`src/rtl/alu_issue_unit.sv`:
```
// Issue front end for pipelined_alu: registers operands, tracks tags through the ALU
// pipeline, buffers responses in a credit-protected FIFO and supports flush/drain.

module alu_issue_unit_chk #(
    parameter int CW        = 3,
    parameter int RSP_DEPTH = 4
) (
    input logic          i_clk,
    input logic          i_rst,
    input logic          i_push,
    input logic [CW-1:0] i_count
);
    // The credit rule must make a capture into a full response FIFO impossible.
    a_no_capture_into_full: assert property (@(posedge i_clk) disable iff (i_rst)
        !(i_push && (i_count == CW'(RSP_DEPTH))));
endmodule

module alu_issue_unit #(
    parameter int WIDTH       = 16,
    parameter int ALU_LATENCY = 1,
    parameter int TAGW        = 4,
    parameter int RSP_DEPTH   = 4
) (
    input  logic             i_clk,
    input  logic             i_rst,
    input  logic             i_cmd_valid,
    output logic             o_cmd_ready,
    input  logic [WIDTH-1:0] i_cmd_a,
    input  logic [WIDTH-1:0] i_cmd_b,
    input  logic [3:0]       i_cmd_op,
    input  logic [TAGW-1:0]  i_cmd_tag,
    output logic [WIDTH-1:0] o_alu_a,
    output logic [WIDTH-1:0] o_alu_b,
    output logic [3:0]       o_alu_op,
    input  logic [WIDTH-1:0] i_alu_result,
    input  logic             i_alu_overflow,
    input  logic             i_alu_underflow,
    input  logic             i_alu_invalid_op,
    input  logic             i_alu_is_equal,
    input  logic             i_alu_is_less,
    output logic             o_rsp_valid,
    input  logic             i_rsp_ready,
    output logic [WIDTH-1:0] o_rsp_result,
    output logic [4:0]       o_rsp_flags,
    output logic [TAGW-1:0]  o_rsp_tag,
    input  logic             i_flush,
    output logic             o_drained,
    output logic [15:0]      o_issued_count
);
    localparam int PIPE = ALU_LATENCY + 1;
    localparam int PW   = $clog2(RSP_DEPTH);
    localparam int CW   = PW + 1;

    typedef enum logic {ST_RUN = 1'b0, ST_DRAIN = 1'b1} state_t;

    function automatic logic [3:0] popcount(input logic [PIPE-1:0] v);
        logic [3:0] n;
        n = 4'd0;
        for (int i = 0; i < PIPE; i++) begin
            n = n + {3'b000, v[i]};
        end
        return n;
    endfunction

    state_t            r_state;
    state_t            w_state_nxt;
    logic              r_drained;
    logic              w_drained_nxt;
    logic [WIDTH-1:0]  r_alu_a;
    logic [WIDTH-1:0]  r_alu_b;
    logic [3:0]        r_alu_op;
    logic [15:0]       r_issued_count;
    logic [PIPE-1:0]   r_tag_vld;
    logic [TAGW-1:0]   r_tag [PIPE];
    logic [WIDTH-1:0]  r_fifo_result [RSP_DEPTH];
    logic [4:0]        r_fifo_flags [RSP_DEPTH];
    logic [TAGW-1:0]   r_fifo_tag [RSP_DEPTH];
    logic [PW-1:0]     r_wr_ptr;
    logic [PW-1:0]     r_rd_ptr;
    logic [CW-1:0]     r_count;

    logic [3:0]        w_inflight;
    logic [7:0]        w_used;
    logic              w_accept;
    logic              w_push;
    logic              w_pop;
    logic              w_idle;

    // Credits are counted only from registered state, so rsp_ready never reaches cmd_ready.
    assign w_inflight  = popcount(r_tag_vld);
    assign w_used      = 8'(w_inflight) + 8'(r_count);
    assign o_cmd_ready = (r_state == ST_RUN) && (w_used < 8'(RSP_DEPTH));
    assign w_accept    = i_cmd_valid && o_cmd_ready;
    assign w_push      = r_tag_vld[PIPE-1];
    assign w_pop       = o_rsp_valid && i_rsp_ready;
    assign w_idle      = (w_inflight == 4'd0) && (r_count == CW'(0));

    assign o_alu_a        = r_alu_a;
    assign o_alu_b        = r_alu_b;
    assign o_alu_op       = r_alu_op;
    assign o_issued_count = r_issued_count;
    assign o_drained      = r_drained;
    assign o_rsp_valid    = (r_count != CW'(0));
    assign o_rsp_result   = r_fifo_result[r_rd_ptr];
    assign o_rsp_flags    = r_fifo_flags[r_rd_ptr];
    assign o_rsp_tag      = r_fifo_tag[r_rd_ptr];

    // Operand/opcode registers and the accepted-command counter.
    always_ff @(posedge i_clk) begin
        if (i_rst) begin
            r_alu_a        <= '0;
            r_alu_b        <= '0;
            r_alu_op       <= 4'b0000;
            r_issued_count <= 16'd0;
        end else if (w_accept) begin
            r_alu_a        <= i_cmd_a;
            r_alu_b        <= i_cmd_b;
            r_alu_op       <= i_cmd_op;
            r_issued_count <= r_issued_count + 16'd1;
        end
    end

    // Tag shift register aligned with the ALU pipeline; the last stage marks a capture.
    always_ff @(posedge i_clk) begin
        if (i_rst) begin
            r_tag_vld <= '0;
            for (int i = 0; i < PIPE; i++) begin
                r_tag[i] <= '0;
            end
        end else begin
            r_tag_vld <= {r_tag_vld[PIPE-2:0], w_accept};
            r_tag[0]  <= i_cmd_tag;
            for (int i = 1; i < PIPE; i++) begin
                r_tag[i] <= r_tag[i-1];
            end
        end
    end

    // Response FIFO storage; a slot being popped may be rewritten on the same edge.
    always_ff @(posedge i_clk) begin
        if (w_push) begin
            r_fifo_result[r_wr_ptr] <= i_alu_result;
            r_fifo_flags[r_wr_ptr]  <= {i_alu_invalid_op, i_alu_is_less, i_alu_is_equal,
                                        i_alu_underflow, i_alu_overflow};
            r_fifo_tag[r_wr_ptr]    <= r_tag[PIPE-1];
        end
    end

    // Response FIFO pointers and occupancy.
    always_ff @(posedge i_clk) begin
        if (i_rst) begin
            r_wr_ptr <= '0;
            r_rd_ptr <= '0;
            r_count  <= '0;
        end else begin
            if (w_push) begin
                r_wr_ptr <= r_wr_ptr + PW'(1);
            end
            if (w_pop) begin
                r_rd_ptr <= r_rd_ptr + PW'(1);
            end
            case ({w_push, w_pop})
                2'b10:   r_count <= r_count + CW'(1);
                2'b01:   r_count <= r_count - CW'(1);
                default: r_count <= r_count;
            endcase
        end
    end

    // Flush/drain next-state and drained pulse.
    always_comb begin
        w_state_nxt   = r_state;
        w_drained_nxt = 1'b0;
        case (r_state)
            ST_RUN: begin
                if (i_flush) begin
                    w_state_nxt = ST_DRAIN;
                end else begin
                    w_state_nxt = ST_RUN;
                end
            end
            ST_DRAIN: begin
                if (w_idle) begin
                    w_state_nxt   = ST_RUN;
                    w_drained_nxt = 1'b1;
                end else begin
                    w_state_nxt = ST_DRAIN;
                end
            end
            default: begin
                w_state_nxt = ST_RUN;
            end
        endcase
    end

    // Flush/drain state register.
    always_ff @(posedge i_clk) begin
        if (i_rst) begin
            r_state   <= ST_RUN;
            r_drained <= 1'b0;
        end else begin
            r_state   <= w_state_nxt;
            r_drained <= w_drained_nxt;
        end
    end

    alu_issue_unit_chk #(
        .CW        (CW),
        .RSP_DEPTH (RSP_DEPTH)
    ) u_chk (
        .i_clk   (i_clk),
        .i_rst   (i_rst),
        .i_push  (w_push),
        .i_count (r_count)
    );
endmodule

```
`config.mk`:
```
export PLATFORM = sky130hd
export DESIGN_NAME = alu_issue_unit
export DESIGN_NICKNAME = d
export VERILOG_FILES = /design/src/rtl/alu_issue_unit.sv
export SDC_FILE = /design/constraint.sdc
export NUM_CORES = 1
export LEC_CHECK = 0
export ABC_AREA = 1
export BUFFER_PORTS_ARGS = -buffer_cell sky130_fd_sc_hd__buf_2
export CORE_MARGIN = 3
export CORE_UTILIZATION = 58
export CTS_CLUSTER_SIZE = 25
export DETAILED_ROUTE_END_ITERATION = 6
export PLACE_DENSITY = 0.84
export SKIP_CTS_REPAIR_TIMING = 1
export SYNTH_ARGS = -nofsm -noshare
export SYNTH_HDL_FRONTEND = slang
export SYNTH_SLANG_ARGS = --single-unit
```
`constraint.sdc`:
```
create_clock -name i_clk -period 4.4 [get_ports i_clk]
set_clock_uncertainty 0.05 [all_clocks]
set_input_delay 0.22 -clock i_clk [delete_from_list [all_inputs] [get_ports i_clk]]
set_output_delay 0.22 -clock i_clk [all_outputs]
set_load 0.02 [all_outputs]
```
* Word-level counts from Yosys, hierarchy flattened
Memories as Yosys holds them, arrays and structs flattened. A register that Yosys moved wholly into a read port is not among the register bits.
Cells that the tools add are included.
** Storage, ports and cells
- Memory bits (writable) :: 108
- Memories :: 4
- Register bits :: 63
** Memories
- r_fifo_result :: depth 4, bits a word 16, rd ports 1, clocked after Yosys merged registers in 1, wr ports 1, RTL line 75 : logic [WIDTH-1:0] r_fifo_result [RSP_DEPTH];
- r_fifo_flags :: depth 4, bits a word 5, rd ports 1, clocked after Yosys merged registers in 1, wr ports 1, RTL line 76 : logic [4:0] r_fifo_flags [RSP_DEPTH];
- r_fifo_tag :: depth 4, bits a word 4, rd ports 1, clocked after Yosys merged registers in 1, wr ports 1, RTL line 77 : logic [TAGW-1:0] r_fifo_tag [RSP_DEPTH];
- r_tag :: depth 2, bits a word 4, rd ports 2, clocked after Yosys merged registers in 0, wr ports 2, RTL line 74 : logic [TAGW-1:0] r_tag [PIPE];
** Operators by class
- Reductions and logical operators :: 9
- Mux-type cells :: 18
- Equal/unequal tests :: 2
- Bitwise operators :: 3
- Add/sub/neg operators :: 7
- Magnitude comparators :: 1
** Operators with widths (count)
- adder 16 x 1 -> 16 bit, second input constant :: 1
- two-way mux 2 bit :: 6
- two-way mux 1 bit :: 8
- two-way mux 4 bit :: 2
- one-hot mux 3 bit (2 select lines) :: 1
- adder 2 x 1 -> 2 bit, second input constant :: 2
- adder 2 x 3 -> 4 bit :: 1
- logical AND 1 bit :: 4
- logical NOT 4 bit :: 1
- less-than comparator 4 x 3 -> 1 bit, second input constant :: 1
- adder 3 x 1 -> 3 bit, second input constant :: 1
- logical NOT 3 bit :: 1
- nonzero test 3 bit :: 1
- subtractor 3 x 1 -> 3 bit, second input constant :: 1
- adder 1 x 1 -> 2 bit :: 1
- equality test 2 x 1 -> 1 bit, second input constant :: 1
- equality test 2 bit, second input constant :: 1
- OR 1 bit :: 2
- one-hot mux 1 bit (2 select lines) :: 1
- nonzero test 2 bit :: 1
- OR reduction 2 bit :: 1
- inverter 1 bit :: 1

* Depth between registers and ports, before layout
- Word-level depth :: 5
- Gate-level depth with buffers :: 11
- Depth with buffers taken out :: 11

* Worst setup path before layout
Ideal clock, no wire load.
- Path kind :: register -> register
- From :: reg r_count[2]
- To :: reg r_count[2]
- Cell stages (with the launch flop) :: 12
- Buffers on the path :: 0
- Clock period less this slack :: 2.019 ns
- Slack :: 2.381 ns
- Setup time :: 0.122 ns
- Data arrival time :: 1.847 ns
- Cells stage by stage :: dfxtp_1 -> inv_1 -> nand3_1 -> inv_1 -> nor2_2 -> ha_1 -> inv_1 -> fa_1 -> a21oi_1 -> o21ai_0 -> o21ai_0 -> a21oi_1
** Between the ends
- Longest elaborated chain between the ends :: 4
** Ends and longest elaborated chain
- from (decl) :: RTL line 80 : logic [CW-1:0] r_count;
- from (signal assigned) :: RTL line 163 : 2'b10: r_count <= r_count + CW'(1);
- from (signal assigned) :: RTL line 164 : 2'b01: r_count <= r_count - CW'(1);
- from (signal assigned) :: RTL line 165 : default: r_count <= r_count;
- nonzero test 3 bit (*) :: RTL line 103 : assign o_rsp_valid = (r_count != CW'(0));
- via o_rsp_valid :: RTL line 41 : output logic o_rsp_valid,
- logical AND 1 bit (*) :: RTL line 95 : assign w_pop = o_rsp_valid && i_rsp_ready;
- via w_pop :: RTL line 86 : logic w_pop;
- equality test 2 x 1 -> 1 bit or equality test 2 bit (tied branches) :: RTL line 162 : case ({w_push, w_pop})
- one-hot mux 3 bit (2 select lines) or nonzero test 2 bit (tied branches)
The timed path passes the listed nets; every way through them passes the cells marked *.
A chain may end at the register's enable or synchronous reset.

==> impl_metrics.py <==
metrics = {
    "routing": {
        "antenna_left": 0,
        "drc_errors": 0,
        "vias": 5072,
        "wl_um": 14700,
        "wl_per_cell_um": 15.4,
        "dr.first_iter.drc_count": 346,
        "avgViaCountPerCell": 5.33,
        "first_pass_iters": 5,
    },
    "place": {
        "hpwl_um": 9100,
        "port_buffers": 145,
        "globalplace.congestion": 0.815,
        "placedCellCount": 884,
    },
    "floorplan": {
        "initial_core_util_pct": 59.7,
        "io_pins": 146,
        "die_height_um": 115,
        "die_w_um": 115,
        "row_count": 39,
        "coreArea_mm2": 0.0115,
        "dieArea_mm2": 0.0132,
    },
    "timing": {
        "finalCritPeriodShare_pct": 63.9,
        "hold_viol_final": 2,
        "report.final.slew_viol_count": 0,
        "tightest_slew_ps": 1140,
        "fmax_ghz": 0.356,
        "fin_hold_ws_ps": -1.83,
        "period_minus_slack_ps": 2810,
        "max_slew_margin_pct": 24.2,
        "setup_viol": 0,
        "tns_ps": 0,
        "rsz0062_at_grt": "no",
    },
    "layout": {
        "antenna_cells": 0,
        "syn2layout_area_growth_pct": 24.1,
        "register_area_mm2": 0.00447,
        "num-nets-final": 872,
        "final_cells": 952,
        "final_util_pct": 74.1,
        "fill_cells": 787,
        "multiInputGateArea_mm2": 0.00205,
        "drive_above_1_share_pct": 31.3,
    },
    "clock_network": {
        "root_buffer": "clkbuf_16",
        "htree_levels": 4,
        "clock_latency_ps": 410,
        "cts_tree": "built",
        "numCtsBuffers": 17,
        "cts_sinks": 173,
        "path_clk_slew_ps": 60,
        "cts-root-to-sink-buffers": 2,
    },
    "synthesis": {
        "ys_types": 31,
        "yosysMostFrequentCell": "edfxtp_1",
        "synth_top_area_share_pct": 43.7,
        "synth.avg_cell_area_um2": 11.0,
        "synthCells": 623,
        "async_flop_share_pct": 0,
        "syn_area_mm2": 0.00687,
        "synthTopCellsByArea": "edfxtp_1 (44%), dfxtp_1 (21%), nor2_1 (4.5%), nand2_1 (4.3%), o21ai_0 (4.3%)",
        "synth-edff-count": 100,
        "ys_warn_count": 0,
        "synth_top_cell_by_area": "edfxtp_1",
        "synth.yosys.seq_area_share_pct": 65.0,
        "syn_nets": 699,
        "ys_ff_latch": 173,
        "synth_common_cells": "edfxtp_1 (100), nor2_1 (82), nand2_1 (79)",
        "synth-main-ff-cell": "edfxtp_1",
    },
    "grt": {
        "grt_pass1_vias": 4742,
        "grt_pass1_wl_um": 22400,
        "grt_max_degree": 59,
        "gr-total-overflow": 0,
        "antenna_found_initial": 0,
        "grt_usage_pct": 21.6,
    },
    "setup_path": {
        "reg2reg_depth": 9,
        "crit_required_ps": 4130,
        "critPathTopFamily": "flip-flops",
        "cp_num_buf_inv": 3,
        "worstPathCellList": "inv_1 -> buf_4 -> o21ai_0 -> o22ai_1 -> buf_2",
        "r2r_slack_ps": 1730,
        "critical_path_class": "register to primary output",
        "cp.arrival_ps": 2540,
        "cp-start-kind": "register",
        "cpPeakStageDelay_ps": 890,
        "end_kind": "primary output",
        "cp.depth": 5,
        "worst-path-max-fanout": 51,
        "worst_path_max_delay_cell": "dfxtp_2",
    },
    "pwr": {
        "swShare_pct": 25.7,
        "power_frac_clock_pct": 38.1,
        "p_per_area_mw_per_mm2": 435,
        "p_leak_nw": 3.39,
        "power_frac_comb_pct": 13.1,
        "p_int_mw": 2.76,
        "worst_ir_drop_vdd_v": 0.000232,
        "p_seq_share_pct": 48.8,
        "p_switching_mw": 0.954,
    },
    "outcome": {
        "violations": "negative hold slack",
        "status": "finished, violations left",
    },
    "min_path": {
        "hold_path_depth": 3,
        "min_path_type": "primary input to register",
    },
    "job": {
        "cap_violations": 0,
    },
}
[path summary, 6_finish.rpt]
kind	from	to
hold reg to reg	r_tag[0][1]	r_tag[0][5]
setup / recovery	register	o_rsp_flags[3]
hold / removal	i_cmd_b[12]	o_alu_b[12]
setup reg to reg	r_tag_vld[1]	o_issued_count[12]
[power by group through the flow]
stage | clock (mW) | combinational (mW) | sequential [mW]
after CTS | 1.43 | 0.463 | 1.81
after floorplan | 0 | 0.307 | 1.85
final | 1.42 | 0.486 | 1.81
after detailed placement | 0 | 0.462 | 1.84
after global routing | 1.50 | 0.533 | 1.82
after global placement | 0 | 0.445 | 1.84
[final cells by class]
| cell class | count | area share [%] |
|---|---|---|
| inverter | 38 | 1.67 |
| tap | 143 | 2.10 |
| timing repair buffer | 186 | 13.2 |
| multi-input combinational | 380 | 24.1 |
| clock inverter | 11 | 1.10 |
| clock buffer | 21 | 5.53 |
| sequential | 173 | 52.4 |
[routing by layer]
metal | up-vias | track usage [%] | routed length [µm]
li1 | 2474 | - | -
met2 | 187 | 36.8 | 7440
met1 | 2392 | 26.5 | 6030
met4 | 0 | 7.20 | 212
met3 | 19 | 6.42 | 985
met5 | - | 0 | 0
[kinds of logic (layout without fill, tap and decap cells)]
| logic type | after synthesis | count (layout) | share of synthesized area [%] |
|---|---|---|---|
| adder cells (fa/ha/maj) | 10 | 10 | 1.93 |
| AO/OA/AOI/OAI | 143 | 143 | 12.5 |
| XOR/XNOR | 3 | 3 | 0.383 |
| buffers and inverters | 70 | 256 | 5.15 |
| AND/OR/NAND/NOR | 224 | 224 | 15.0 |
| flip-flops | 173 | 173 | 65.0 |
[worst min-delay path: stages]
cell and delay (ps):
buf_2 100, nand2_2 60, a21oi_2 40
[registers in the layout, indices dropped and copies added, names as in the netlist, 3 cells and up, named ones only]
register        cells
r_tag               8
o_issued_count     16
r_fifo_result      64
r_fifo_tag         16
r_fifo_flags       20
o_alu_op            4
o_alu_a            16
r_count             3
o_alu_b            16
[through the flow]
step	power [mW]	instance area [µm²]	setup WS (ps)
detailed placement	2.31	7600	1750
CTS	3.70	8170	1600
finish	3.71	8530	1590
floorplan	2.16	6870	2380
global placement	2.29	7600	1910
global route	3.85	8530	1380
[cell usage in the layout, fill, tap and decap left out, types with 9 or more instances in the layout]
master,count
o22ai_1,25
a21oi_2,30
clkbuf_16,18
dlygate4sd3_1,36
edfxtp_1,100
nor2_1,82
buf_2,145
inv_1,40
nand3_1,12
nand2_2,32
o21ai_0,59
dfxtp_1,72
nand2_1,79
a21oi_1,28
ha_1,9
Note: power is estimated with default switching activity, not from simulation.
